===== src/rtl/even_parity_serial_tx.sv =====
// rtl/even_parity_serial_tx.sv - framed serial transmitter: start, data LSB-first, parity, stop
// Build option: ODD_PARITY_EN selects odd parity instead of the default even parity.
module even_parity_serial_tx #(
    parameter int DATA_W       = 4,
    parameter int CLKS_PER_BIT = 4
) (
    input  logic              clk,
    input  logic              rst,
    input  logic [DATA_W-1:0] data_in,
    input  logic              data_valid,
    output logic              data_ready,
    output logic              tx_out,
    output logic              busy,
    output logic              frame_done
);

    localparam int CW = $clog2(CLKS_PER_BIT) + 1;
    localparam int BW = $clog2(DATA_W) + 1;
    localparam logic [CW-1:0] CYC_LAST = CW'(CLKS_PER_BIT - 1);
    localparam logic [BW-1:0] BIT_LAST = BW'(DATA_W - 1);

    localparam logic [2:0] S_IDLE   = 3'd0;
    localparam logic [2:0] S_START  = 3'd1;
    localparam logic [2:0] S_DATA   = 3'd2;
    localparam logic [2:0] S_PARITY = 3'd3;
    localparam logic [2:0] S_STOP   = 3'd4;

    logic [2:0]        state;
    logic [CW-1:0]     cyc_cnt;
    logic [BW-1:0]     bit_cnt;
    logic [DATA_W-1:0] shift;
    logic [DATA_W-1:0] shift_nxt;
    logic              par;
    logic              par_in;

`ifdef ODD_PARITY_EN
    assign par_in = ~(^data_in);
`else
    assign par_in = ^data_in;
`endif

    assign shift_nxt  = shift >> 1;
    assign data_ready = (state == S_IDLE);
    assign busy       = (state != S_IDLE);

    // tx_out is loaded together with the state change so it always matches the bit being sent
    always_ff @(posedge clk) begin
        if (rst) begin
            state      <= S_IDLE;
            cyc_cnt    <= '0;
            bit_cnt    <= '0;
            shift      <= '0;
            par        <= 1'b0;
            tx_out     <= 1'b1;
            frame_done <= 1'b0;
        end else begin
            frame_done <= 1'b0;
            if (state == S_IDLE) begin
                tx_out  <= 1'b1;
                cyc_cnt <= '0;
                bit_cnt <= '0;
                if (data_valid) begin
                    shift  <= data_in;
                    par    <= par_in;
                    state  <= S_START;
                    tx_out <= 1'b0;
                end
            end else if (cyc_cnt != CYC_LAST) begin
                cyc_cnt <= cyc_cnt + CW'(1);
            end else begin
                cyc_cnt <= '0;
                case (state)
                    S_START: begin
                        state   <= S_DATA;
                        bit_cnt <= '0;
                        tx_out  <= shift[0];
                    end
                    S_DATA: begin
                        if (bit_cnt == BIT_LAST) begin
                            state  <= S_PARITY;
                            tx_out <= par;
                        end else begin
                            bit_cnt <= bit_cnt + BW'(1);
                            shift   <= shift_nxt;
                            tx_out  <= shift_nxt[0];
                        end
                    end
                    S_PARITY: begin
                        state  <= S_STOP;
                        tx_out <= 1'b1;
                    end
                    default: begin
                        state      <= S_IDLE;
                        tx_out     <= 1'b1;
                        frame_done <= 1'b1;
                    end
                endcase
            end
        end
    end

endmodule


===== config.mk =====
export PLATFORM = sky130hd
export DESIGN_NAME = even_parity_serial_tx
export DESIGN_NICKNAME = d
export VERILOG_FILES = /design/src/rtl/even_parity_serial_tx.sv
export SDC_FILE = /design/constraint.sdc
export NUM_CORES = 1
export LEC_CHECK = 0
export ABC_AREA = 1
export CELL_PAD_IN_SITES_DETAIL_PLACEMENT = 0
export CELL_PAD_IN_SITES_GLOBAL_PLACEMENT = 2
export CORE_ASPECT_RATIO = 1.25
export CORE_MARGIN = 2
export CORE_UTILIZATION = 30
export DETAILED_ROUTE_END_ITERATION = 6
export PLACE_DENSITY_LB_ADDON = 0.25
export SLEW_MARGIN = 20
export SYNTH_ARGS = -nofsm -noshare
export SYNTH_HDL_FRONTEND = slang
export SYNTH_SLANG_ARGS = --single-unit

===== constraint.sdc =====
create_clock -name clk -period 1.6 [get_ports clk]
set_input_delay 0.32 -clock clk [delete_from_list [all_inputs] [get_ports clk]]
set_output_delay 0.32 -clock clk [all_outputs]
set_load 0.03 [all_outputs]

---- After elaboration in Yosys (flattened, before gate mapping) ----
Cells that the tools add are included.
word-level totals
  output and inout port bits .............. 4
  bits in registers ....................... 16
  logic and storage cells ................. 51
  input port bits ......................... 7
operators by class
  add/sub/neg operators ................... 2
  reductions and logical operators ........ 13
  bitwise gates (word level) .............. 1
  eq/ne operators ......................... 10
  multiplexer cells ....................... 18
operators by type and width
  cell                   number
  $mux W4                5
  $mux W3                5
  $eq A3 B2 Y1 const B   3
  $pmux W3 S3            1
  $reduce_or A3 Y1       3
  $ne A2 B2 Y1 const B   4
  $add A3 B1 Y3 const B  2
  $pmux W3 S2            1
  $reduce_and A3 Y1      2
  $mux W1                5
  $reduce_and A4 Y1      1
  $reduce_bool A2 Y1     2
  $reduce_xor A4 Y1      1
  $eq A3 B1 Y1 const B   1
  $logic_not A3 Y1       1
  $ne A3 B2 Y1 const B   1
  $ne A3 B3 Y1 const B   1
  $reduce_bool A3 Y1     1
  $pmux W1 S2            1
  $reduce_and A2 Y1      1
  $reduce_or A2 Y1       1
  $not A1 Y1             1

---- Depth between registers and ports, before layout ----
  word-level depth ........................ 5
  mapped depth ............................ 9
  depth with buffers taken out ............ 9

---- Worst setup path before layout ----
Ideal clock, no wire load.
  kind .................................... register -> register
  from .................................... register bit_cnt[0]
  to ...................................... register shift[0]
  buffers on the path ..................... 0
  setup slack ............................. 0.322 ns
  period minus slack after synthesis ...... 1.278 ns
  arrival time ............................ 1.166 ns
  stages on the path, launching flop included .. 9
  library setup time ...................... 0.113 ns
  data required time ...................... 1.487 ns
  cell sequence ........................... dfxtp_1 -> ha_1 -> ha_1 -> inv_1 -> nand2_1 -> nand2_2 -> nand3_4 -> nor2_1 -> nor2_1
between the ends
  longest elaborated chain between the ends .. 3
ends and longest elaborated chain
  element                      RTL line  text
  start: declaration           30        logic [BW-1:0] bit_cnt;
  start signal: assignment     83        bit_cnt <= bit_cnt + BW'(1);
  $eq A3 B2 Y1                 79        if (bit_cnt == BIT_LAST) begin
  $ne A2 B2 Y1 (no line)       n/a
  $reduce_and A4 Y1 (no line)  n/a
  end signal: assignment       63        shift <= data_in;
  end signal: assignment       84        shift <= shift_nxt;
  end: declaration             31        logic [DATA_W-1:0] shift;
Every way passes these cells.
A chain may end at the register's enable or synchronous reset.

---- Worst setup path in the final report ----
  from .................................... register state[0]
  to ...................................... output data_ready
between the ends
  longest elaborated chain between the ends .. 1
ends and longest elaborated chain
  element                   RTL line  text
  start: declaration        28        logic [2:0] state;
  start signal: assignment  49        state <= S_IDLE;
  start signal: assignment  65        state <= S_START;
  start signal: assignment  74        state <= S_DATA;
  $logic_not A3 Y1          43        assign data_ready = (state == S_IDLE);
  end: declaration          11        output logic data_ready,
Every way passes these cells.

==> impl_metrics.py <==
metrics = {
    "synth": {
        "yosysMostFrequentCell": "nand2_1",
        "yosys.area.top_type": "dfxtp_1",
        "synth_cell_type_count": 19,
        "ys_seq_area_share_pct": 36.2,
        "synth_nets": 136,
        "synth_common_cells": "nand2_1, inv_1, nor2_1",
        "ys_async_sr_fraction_pct": 0,
        "postSynthAreaPerCell_um2": 7.08,
        "yosysTopAreaCellShare_pct": 36.2,
        "synth_flop_cell": "dfxtp_1",
        "syn_area_um2": 885,
        "synth_seq_cells": 16,
        "synthCells": 125,
        "synthTopCellsByArea": "dfxtp_1, nand2_1, inv_1",
        "yosysWarnings": 0,
        "synth_edf_count": 0,
    },
    "power_and_ir_drop": {
        "p_clk_share_pct": 12.2,
        "p_switching_w": 0.00108,
        "combPwrFrac_pct": 60.6,
        "powerDensity_mw_per_mm2": 2070,
        "p_seq_share_pct": 27.2,
        "ir_worst_vdd_v": 0.000634,
        "leakage_nw": 0.517,
        "p_int_w": 0.00113,
        "switching_share_pct": 48.9,
    },
    "global_routing": {
        "grt_max_degree": 12,
        "grt_pass1_wl_um": 3150,
        "grt_pass1_vias": 760,
        "antenna_found_initial": 0,
        "grt_usage_pct": 12.1,
        "grt_overflow": 0,
    },
    "timing": {
        "period_needed_ns": 1.51,
        "hold_viol": 0,
        "fmax_mhz": 661,
        "worst-slew-pin-transition_ns": 0.328,
        "layout_setup_ws_ns": 0.0870,
        "whs_ns": 0.433,
        "setup_tns_ns": 0,
        "skew_ns": 0.0110,
        "min_period_over_period_pct": 94.6,
        "rsz0062_at_grt": "no",
        "relSlewSlack_pct": 78.1,
        "drv_slew": 0,
        "setup_viol": 0,
    },
    "clock_tree": {
        "cts_root_buffer": "clkbuf_4",
        "cts.clk_slew.worst_paths_ns": 0.10,
        "cts_tree": "yes",
        "clockBufferDepth": 2,
        "clk-insertion-delay-late_ns": 0.29,
        "numCtsBuffers": 3,
        "cts-hold-fix-buffers": 0,
        "clock-sinks": 16,
        "htree_levels": 1,
    },
    "placed_design": {
        "pre_cts_ws_ns": 0.0920,
        "place.gp.congestion": 0.771,
        "placed_cell_area_mm2": 0.00103,
        "place.detailed.hpwl_um": 1420,
        "portBuffers": 10,
    },
    "routing": {
        "drt_pass1_iterations": 4,
        "wire_per_inst_um": 10.1,
        "drt-initial-drc-count": 12,
        "routed_wl_um": 1770,
        "avgViaCountPerCell": 4.33,
        "drc": 0,
        "ant_nets": 0,
        "vias": 762,
    },
    "floorplan": {
        "start_util_pct": 30.9,
        "rows": 22,
        "dieArea_mm2": 0.00340,
        "dieHeight_um": 64.7,
        "coreArea_mm2": 0.00286,
        "die_w_um": 52.6,
        "ioPinCount": 11,
    },
    "hold_path": {
        "hp-class": "register to register",
    },
    "setup_path": {
        "required_ns": 1.28,
        "cp.arrival_ns": 1.19,
        "crit_type": "register to output pin",
        "worstSetupStartpointType": "register",
        "endpoint_kind": "output pin",
        "cp_max_fo": 9,
    },
    "outcome": {
        "status": "finished, final reports clean",
    },
    "run": {
        "max-cap-violations": 0,
    },
    "cells_and_area": {
        "drive_gt1_share_pct": 13.6,
        "nets": 152,
        "stdcell_area_mm2": 0.00107,
        "nFillCells": 323,
        "final_util_pct": 37.4,
        "area_delta_synth_final_pct": 20.9,
        "antenna_cells": 0,
    },
}
==> per-layer routing <==
layer / track usage (%) / routed length [µm]
met1: 14.4 / 804
met2: 20.3 / 875
met3: 2.30 / 65
met4: 5.77 / 28
met5: 0 / 0
==> worst max-delay path, stage by stage, from the launching register on <==
cell,delay [ns]
dfxtp_1,0.39
nor2_8,0.14
nand2_8,0.09
inv_2,0.11
buf_4,0.17
==> flip-flops by register name (all words and copies together), names as in the netlist <==
signal,cells
shift,4
frame_done,1
cyc_cnt,3
tx_out,1
bit_cnt,3
par,1
state,3
==> stage by stage <==
| stage | total power [W] | cells |
|---|---|---|
| floorplan | 0.00162 | 125 |
| detailed placement | 0.00194 | 171 |
| finish | 0.00222 | 176 |
| global placement | 0.00196 | 171 |
| global route | 0.00245 | 176 |
| CTS | 0.00223 | 176 |
==> power groups by stage <==
stage / clock (W) / sequential, W / combinational, W
after floorplan: 0 / 0.000626 / 0.000993
after global placement: 0 / 0.000608 / 0.00135
after detailed placement: 0 / 0.000611 / 0.00133
after CTS: 0.000279 / 0.000601 / 0.00135
after global routing: 0.000303 / 0.000617 / 0.00153
final: 0.000271 / 0.000602 / 0.00134
==> cell usage in the layout, fill, tap and decap left out <==
master	instances
o21ai_0	6
clkbuf_8	1
nand2_4	1
clkbuf_4	3
nand2_8	1
dfxtp_2	1
nand2_1	32
clkdlybuf4s50_1	6
o21bai_1	1
xnor2_1	2
a21oi_1	6
nand3_1	10
nor4_1	1
buf_4	4
ha_1	4
nand3_2	3
dfxtp_1	15
nand2_2	1
nor2_1	17
dlygate4sd2_1	2
inv_1	19
inv_2	2
nor2_8	1
nand3_4	1
==> layout make-up <==
| cell class | instances | area (µm²) | area share [%] |
|---|---|---|---|
| Sequential cell | 16 | 322 | 30.1 |
| Timing Repair Buffer | 12 | 108 | 10.1 |
| Inverter | 21 | 78.8 | 7.37 |
| Clock buffer | 4 | 36.3 | 3.39 |
| Multi-Input combinational cell | 87 | 480 | 44.9 |
| Tap cell | 36 | 45.0 | 4.21 |
==> logic make-up (layout without fill, tap and decap cells) <==
family	after synthesis	count (layout)	share of synthesized area, %
and+or+nand+nor	68	68	39.0
buffers and inverters	22	37	9.48
xor gates and xnor gates	2	2	1.98
AOI/OAI and AO/OA	13	13	7.64
adders and majority gates	4	4	5.66
DFF	16	16	36.2
==> path summary, 6_finish.rpt <==
| path | depth (start not counted) | end | start | slack (ns) |
|---|---|---|---|---|
| worst min register to register | 1 | cyc_cnt[0] | cyc_cnt[0] | 0.43 |
| worst max-delay path | 4 | data_ready | state[0] | 0.09 |
| worst max register to register | 7 | bit_cnt[2] | bit_cnt[0] | 0.18 |
| worst min-delay path | 1 | cyc_cnt[0] | cyc_cnt[0] | 0.43 |
==> what timing repair did <==
| item | in CTS | in global routing |
|---|---|---|
| buffers inserted | 1 | 0 |
| pin swaps | 1 | 0 |
| endpoints found under the setup margin | 3 | 1 |
| resized for setup | 2 | 1 |
No activity file was read; power rests on OpenSTA's default activity.
